$ cat src/rtl/traffic_light_ctrl.sv
// Main/side intersection sequencer with pedestrian walk phase.
// Dwell times are whole seconds built from a prescaler and a seconds counter.
//
//   state    | meaning
//   ---------+---------------------------------------------
//   MAIN_G   | main green, side red, base interval
//   MAIN_EXT | main green extended for side-street traffic
//   MAIN_Y   | main yellow, side red
//   WALK     | both heads red, walk lamp on
//   SIDE_G   | side green, main red, base interval
//   SIDE_EXT | side green extended for waiting traffic
//   SIDE_Y   | side yellow, main red
module traffic_light_ctrl #(
   parameter int TICKS_PER_SEC = 100_000_000,
   parameter int T_BASE        = 6,
   parameter int T_EXT         = 3,
   parameter int T_YEL         = 2,
   parameter int T_WALK        = 3
) (
   input  logic       clk,
   input  logic       rst,
   input  logic       WalkEn,
   input  logic       Sensor,
   output logic [2:0] MainLight,
   output logic [2:0] SideLight,
   output logic       WalkLamp,
   output logic [2:0] StateOut
);

   localparam int T_MAX_A = (T_BASE > T_EXT) ? T_BASE : T_EXT;
   localparam int T_MAX_B = (T_YEL > T_WALK) ? T_YEL : T_WALK;
   localparam int T_MAX   = (T_MAX_A > T_MAX_B) ? T_MAX_A : T_MAX_B;
   localparam int PRE_W   = $clog2(TICKS_PER_SEC);
   localparam int SEC_W   = $clog2(T_MAX + 1);

   typedef enum logic [2:0] {
      MAIN_G   = 3'd0,
      MAIN_EXT = 3'd1,
      MAIN_Y   = 3'd2,
      WALK     = 3'd3,
      SIDE_G   = 3'd4,
      SIDE_EXT = 3'd5,
      SIDE_Y   = 3'd6
   } state_t;

   // Kept as a plain vector so the unused encoding 7 is representable and recoverable.
   logic [2:0]       state_q;
   state_t           next_state;
   logic [PRE_W-1:0] presc_q;
   logic [SEC_W-1:0] sec_q;
   logic [SEC_W-1:0] dwell;
   logic             walk_req_q;
   logic             sec_tick;
   logic             expire;
   logic             walk_hit;
   logic             change;

   always_comb begin
      dwell = SEC_W'(T_BASE);
      case (state_q)
         MAIN_EXT, SIDE_EXT: dwell = SEC_W'(T_EXT);
         MAIN_Y, SIDE_Y:     dwell = SEC_W'(T_YEL);
         WALK:               dwell = SEC_W'(T_WALK);
         default:            dwell = SEC_W'(T_BASE);
      endcase
   end

   assign sec_tick = (presc_q == PRE_W'(TICKS_PER_SEC - 1));
   assign expire   = sec_tick && (sec_q == dwell - SEC_W'(1));
   // A press landing in MAIN_Y's last cycle is honoured in that same cycle.
   assign walk_hit = walk_req_q || WalkEn;

   always_comb begin
      next_state = MAIN_G;
      case (state_q)
         MAIN_G:   next_state = !expire ? MAIN_G   : (Sensor ? MAIN_EXT : MAIN_Y);
         MAIN_EXT: next_state = !expire ? MAIN_EXT : MAIN_Y;
         MAIN_Y:   next_state = !expire ? MAIN_Y   : (walk_hit ? WALK : SIDE_G);
         WALK:     next_state = !expire ? WALK     : SIDE_G;
         SIDE_G:   next_state = !expire ? SIDE_G   : (Sensor ? SIDE_EXT : SIDE_Y);
         SIDE_EXT: next_state = !expire ? SIDE_EXT : SIDE_Y;
         SIDE_Y:   next_state = !expire ? SIDE_Y   : MAIN_G;
         default:  next_state = MAIN_G;
      endcase
   end

   assign change = (state_q != next_state);

   always_ff @(posedge clk) begin
      if (rst) begin
         state_q    <= MAIN_G;
         presc_q    <= '0;
         sec_q      <= '0;
         walk_req_q <= 1'b0;
      end else begin
         state_q <= next_state;
         if (change) begin
            presc_q <= '0;
            sec_q   <= '0;
         end else if (sec_tick) begin
            presc_q <= '0;
            sec_q   <= sec_q + SEC_W'(1);
         end else begin
            presc_q <= presc_q + PRE_W'(1);
         end
         if (change && next_state == WALK)
            walk_req_q <= 1'b0;
         else if (WalkEn && state_q != WALK)
            walk_req_q <= 1'b1;
      end
   end

   always_comb begin
      MainLight = 3'b100;
      SideLight = 3'b100;
      WalkLamp  = 1'b0;
      case (state_q)
         MAIN_G, MAIN_EXT: MainLight = 3'b001;
         MAIN_Y:           MainLight = 3'b010;
         WALK:             WalkLamp  = 1'b1;
         SIDE_G, SIDE_EXT: SideLight = 3'b001;
         SIDE_Y:           SideLight = 3'b010;
         default: ;
      endcase
   end

   assign StateOut = state_q;

endmodule

$ cat config.mk
export PLATFORM = sky130hd
export DESIGN_NAME = traffic_light_ctrl
export DESIGN_NICKNAME = d
export VERILOG_FILES = /design/src/rtl/traffic_light_ctrl.sv
export SDC_FILE = /design/constraint.sdc
export NUM_CORES = 1
export LEC_CHECK = 0
export BUFFER_PORTS_ARGS = -buffer_cell sky130_fd_sc_hd__buf_2
export CAP_MARGIN = 20
export CORE_UTILIZATION = 58
export DETAILED_ROUTE_END_ITERATION = 8
export PLACE_DENSITY = 0.89
export SYNTH_ARGS = -nofsm -noshare
export SYNTH_HDL_FRONTEND = slang
export SYNTH_SLANG_ARGS = --single-unit
$ cat constraint.sdc
create_clock -name clk -period 3.18 [get_ports clk]
set_input_delay 0.159 -clock clk [delete_from_list [all_inputs] [get_ports clk]]
set_output_delay 0.159 -clock clk [all_outputs]
set_load 0.02 [all_outputs]
# Word-level counts from Yosys, hierarchy flattened
# Cells that the tools add are included.
classes:
  addsub: 3
  mul: 0
  n_div: 0
  magnitude_cmp: 0
  n_eq_ne: 11
  shifts: 0
  muxes: 15
  bitwise: 0
  reduce_logical: 12
ops:
  columns: ["operator", "count"]
  rows:
  - ["adder 27 x 1 -> 27 bit (second input constant)", 1]
  - ["equality test 27 bit (second input constant)", 1]
  - ["one-hot mux 3 bit (7 select lines)", 1]
  - ["one-hot mux 3 bit (2 select lines)", 3]
  - ["2-to-1 mux 2 bit", 6]
  - ["2-to-1 mux 3 bit", 4]
  - ["OR reduction 2 bit", 5]
  - ["equality test 3 x 2 -> 1 bit (second input constant)", 3]
  - ["equality test 3 bit (second input constant)", 3]
  - ["OR reduction 3 bit", 2]
  - ["adder 3 x 1 -> 3 bit (second input constant)", 1]
  - ["equality test 3 x 1 -> 1 bit (second input constant)", 1]
  - ["equality test 3 bit", 1]
  - ["logical AND 1 bit", 3]
  - ["zero test 3 bit", 1]
  - ["!= test 3 x 2 -> 1 bit (second input constant)", 1]
  - ["!= test 3 bit", 1]
  - ["subtractor 3 x 1 -> 3 bit (second input constant)", 1]
  - ["logical OR 1 bit", 1]
  - ["2-to-1 mux 1 bit", 1]
totals:
  regBits: 34
  latch_bits: 0
  ramBits: 0
  romBits: 0
  inputBits: 4
  out_inout_bits: 10
  elab_cells: 45
  mem_count: 0

# Depth between registers and ports, before layout
depth:
  ltp_word: 11
  mapped_depth: 9

# Worst setup path before layout
# OpenSTA, ideal clock, no wires.
synth_path:
  path_kind: "register to register"
  start: "register presc_q[0]"
  end: "register state_q[2], in the netlist StateOut[2]"
  setup_time_ns: 0.120
  arrival_time_ns: 2.086
  required_time_ns: 3.060
  path_slack_ns: 0.975
  stages_incl_launch_ff: 9
  n_path_buf: 2
  period_less_slack_ns: 2.205
  cell_sequence: "dfxtp_1 -> ha_1 -> nand3_1 -> or2_1 -> buf_2 -> or4_4 -> buf_6 -> o21a_1 -> a211o_1"
synth_between:
  elab_chain_cells: 4
  word_cells_on_any_way: 6
synth_lines:
  columns: ["element", "line", "source"]
  rows:
  - ["start, declared", "49", "logic [PRE_W-1:0] presc_q;"]
  - ["start signal, assigned", "104", "presc_q <= presc_q + PRE_W'(1);"]
  - ["equality test 27 bit *", "68", "assign sec_tick = (presc_q == PRE_W'(TICKS_PER_SEC - 1));"]
  - ["logical AND 1 bit *", "69", "assign expire = sec_tick && (sec_q == dwell - SEC_W'(1));"]
  - ["2-to-1 mux 3 bit (on tied branches)", "82, 78, 79", null]
  - ["one-hot mux 3 bit (7 select lines) *", "75", "case (state_q)"]
  - ["end signal, assigned", "96", "state_q <= next_state;"]
  - ["end, declared", "47", "logic [2:0] state_q;"]
# Every way passes the cells marked *; elsewhere a longest branch is shown, timed or not.
# A chain may end at the register's enable or synchronous reset.

# Worst setup path after layout
layout_path:
  start: "register presc_q[0]"
  end: "register presc_q[10]"
layout_between:
  elab_chain_cells: 6
  word_cells_on_any_way: 13
layout_lines:
  columns: ["element", "line", "source"]
  rows:
  - ["equality test 27 bit", "68", null]
  - ["logical AND 1 bit", "69", null]
  - ["2-to-1 mux 2 bit (tied with other cells)", "77, 81", null]
  - ["one-hot mux 3 bit (7 select lines)", "75", null]
  - ["!= test 3 bit", "87", "assign change = (state_q != next_state);"]
  - ["OR reduction 3 bit (no line)", null, null]
# Several ways; a longest one is shown, not always the timed one.

==> results.py <==
metrics = {
    "run_status": {
        "status": "complete, no violations",
    },
    "sta": {
        "worst_clock_skew_ns": 0.00962,
        "unrepaired_setup_endpoints_after_global_routing": "false",
        "max-slew-margin-rel_pct": 53.9,
        "post-route-worst-setup-slack_ns": 0.899,
        "maxClockFrequency_mhz": 438,
        "setup_viol_count_final": 0,
        "layout_min_cycle_time_ns": 2.28,
        "report.final.hold_viol_count": 0,
        "tightestPinTransition_ns": 0.685,
        "tns_ns": 0,
        "maxSlewViolCount": 0,
        "final_worst_path_period_share_pct": 71.7,
    },
    "worst_setup_path": {
        "cp_slowest_cell": "sky130_fd_sc_hd__or4_4",
        "worst_setup_path_end_kind": "flip-flop",
        "setup.worst_path.end": "presc_q[10]",
        "cp_max_fo": 10,
        "ws_path_type": "flip-flop to flip-flop",
        "path_cells": "ha_1, nand3_1, or2_1, or4_4, o21ai_2, nor2_1",
        "worst_path_dominant_cell_family": "simple AND/OR/NAND/NOR gates",
        "cp.arrival_ns": 2.48,
        "ff2ff_path_depth": 6,
        "crit-reg2reg-launch": "presc_q[0]",
        "regToRegSetupSlack_ns": 0.90,
        "cp-start-kind": "flip-flop",
        "slowest_delay_ns": 0.62,
        "worstReg2RegEnd": "presc_q[10]",
        "cp_data_required_time_ns": 3.38,
        "critical_path.startpoint": "presc_q[0]",
        "critical_path_buf_inv_count": 0,
        "worst-path-stages": 6,
    },
    "clock_tree": {
        "cts.sink_count": 34,
        "cts_tree": "built",
        "clk_latency_ns": 0.33,
        "cts.clk_slew.worst_paths_ns": 0.10,
        "clockBufferDepth": 2,
        "post-cts-setup-buffers": 0,
        "cts_max_level": 2,
        "numCtsBuffers": 5,
        "post_cts_resize_count": 0,
        "clock-root-buffer": "sky130_fd_sc_hd__clkbuf_4",
        "postCtsHoldBufs": 0,
    },
    "min_path": {
        "hold_class": "input pin to flip-flop",
        "worstHoldStart": "rst",
    },
    "global_routing": {
        "grt_pass1_vias": 1325,
        "global_route.peak_usage_layer": "met2",
        "grt_use_total_pct": 22.8,
        "globalRouteMet3Util_pct": 4.88,
        "number_of_antenna_violations_at_the_first_check_in_global_routing": 0,
        "use_met1_pct": 28.4,
        "grtUsageMet2_pct": 36.1,
        "largest_net_degree_at_the_start_of_global_routing": 17,
        "grt_pass1_wl_um": 5530,
        "global_route.overflow_total": 0,
    },
    "die": {
        "ioPinCount": 14,
        "die_area_mm2": 0.00311,
        "core-area_mm2": 0.00276,
        "dieWidth_um": 55.8,
        "placementRows": 19,
        "floorplan_die_height_um": 55.8,
        "initial_core_util_pct": 60.8,
    },
    "synth": {
        "postSynth.asyncResetShare_pct": 0,
        "ys_ff_latch": 34,
        "syn_area_mm2": 0.00168,
        "synth_cell_types": 41,
        "postSynth.topFlopCell": "sky130_fd_sc_hd__dfxtp_1",
        "yosysSeqAreaShare_pct": 40.6,
        "synth_area_per_cell_um2": 8.31,
        "synth_nets": 208,
        "netlist_instances": 202,
        "synth_enable_flop_cells": 0,
        "synth-warning-count": 0,
    },
    "layout": {
        "layout.cells.most_common_list": "39 x sky130_fd_sc_hd__nor2_1, 34 x sky130_fd_sc_hd__dfxtp_1, 17 x sky130_fd_sc_hd__xor2_1",
        "fill_cells": 238,
        "post_route_cells_drive_above_1_share_pct": 12.5,
        "multi_input_comb_area_um2": 933,
        "layout.area.seq_um2": 681,
        "area_delta_synth_final_pct": 8.13,
        "num_antenna_cells": 0,
        "mostFrequentLayoutCell": "sky130_fd_sc_hd__nor2_1",
        "finalNetCount": 223,
    },
    "power": {
        "pwr_density_cell_mw_per_mm2": 376,
        "worst_ir_drop_vdd_v": 0.000424,
        "p_leak_nw": 0.706,
    },
    "drt": {
        "detail-route-antenna-nets": 0,
        "drt-initial-drc-count": 43,
        "drt-pass1-iter-count": 4,
        "finalWirelength_um": 3120,
        "drt-wirelength-per-cell_um": 12.6,
        "drcViolationCount": 0,
        "vias": 1413,
        "via_per_inst": 5.72,
    },
    "flow_run": {
        "cap_viol_max_count": 0,
    },
    "place": {
        "post-place-ws_ns": 0.896,
        "place.detailed.hpwl_um": 2200,
        "port_buffers": 13,
        "gp_routability_congestion": 0.874,
    },
}
==> worst min path at each step <==
stage	endpoint	depth (start not counted)
floorplan	StateOut[1]	1
global placement	StateOut[1]	2
detailed placement	StateOut[1]	2
CTS	StateOut[1]	2
global route	StateOut[1]	2
finish	StateOut[1]	2
==> Yosys cell counts (all sizes together), types with 3 or more instances <==
cell type,instances,area [um^2]
nand2,16,62.6
nor2,39,146
clkbuf,4,15.0
xor2,17,149
nor4,5,31.3
dfxtp,34,681
buf,4,26.3
xnor2,8,70.1
nand4,9,62.6
and3,4,25.0
nand3,15,75.1
nor2b,3,18.8
inv,6,22.5
a21oi,6,30.0
==> per-stage QoR <==
stage	hold WS (ns)	instances	total power (W)	area, um^2	utilization [%]
after floorplan	0.232	202	0.000456	1680	-
after global placement	0.425	241	0.000461	1760	63.9
after detailed placement	0.437	241	0.000462	1760	63.9
after CTS	0.0790	247	0.000692	1810	65.8
after global routing	0.0757	247	0.000715	1810	65.8
final	0.0842	247	0.000683	1810	65.8
==> final cells by class <==
| type | count | share of cell area, % |
|---|---|---|
| clock buffers | 6 | 2.83 |
| well taps | 31 | 2.14 |
| multi-input cells | 154 | 51.4 |
| flip-flops and latches | 34 | 37.5 |
| repair buffers | 16 | 4.83 |
| inverters | 6 | 1.24 |
==> routing by layer <==
layer	routed length [um]	part of all wire, %	vias up
met5	0	0	-
met4	80	2.6	0
met3	120	3.8	10
met2	1470	47	27
met1	1450	47	650
li1	-	-	726
==> registers in the layout, indices dropped and copies added (netlist names) <==
register,cells
StateOut,3
presc_q,27
sec_q,3
walk_req_q,1
==> cell families after synthesis <==
family	Yosys count	share of synthesized area [%]
simple gates	106	32.0
xor+xnor	25	13.0
flops	34	40.6
compound gates	21	9.10
fa+ha+maj	2	1.49
buf+inv	14	3.80
==> worst register-to-register path: stages (launching register included) <==
cell                      delay [ns]
sky130_fd_sc_hd__dfxtp_1        0.38
sky130_fd_sc_hd__ha_1           0.19
sky130_fd_sc_hd__nand3_1        0.16
sky130_fd_sc_hd__or2_1          0.32
sky130_fd_sc_hd__or4_4          0.62
sky130_fd_sc_hd__o21ai_2        0.40
sky130_fd_sc_hd__nor2_1         0.10
==> report_power, final <==
group	total [W]	switching (W)	internal, W
combinational	0.0000193	0.0000116	0.00000766
clock	0.000231	0.000131	0.0000995
sequential	0.000433	0.00000308	0.000430
Power figures use the tool's default switching activity.
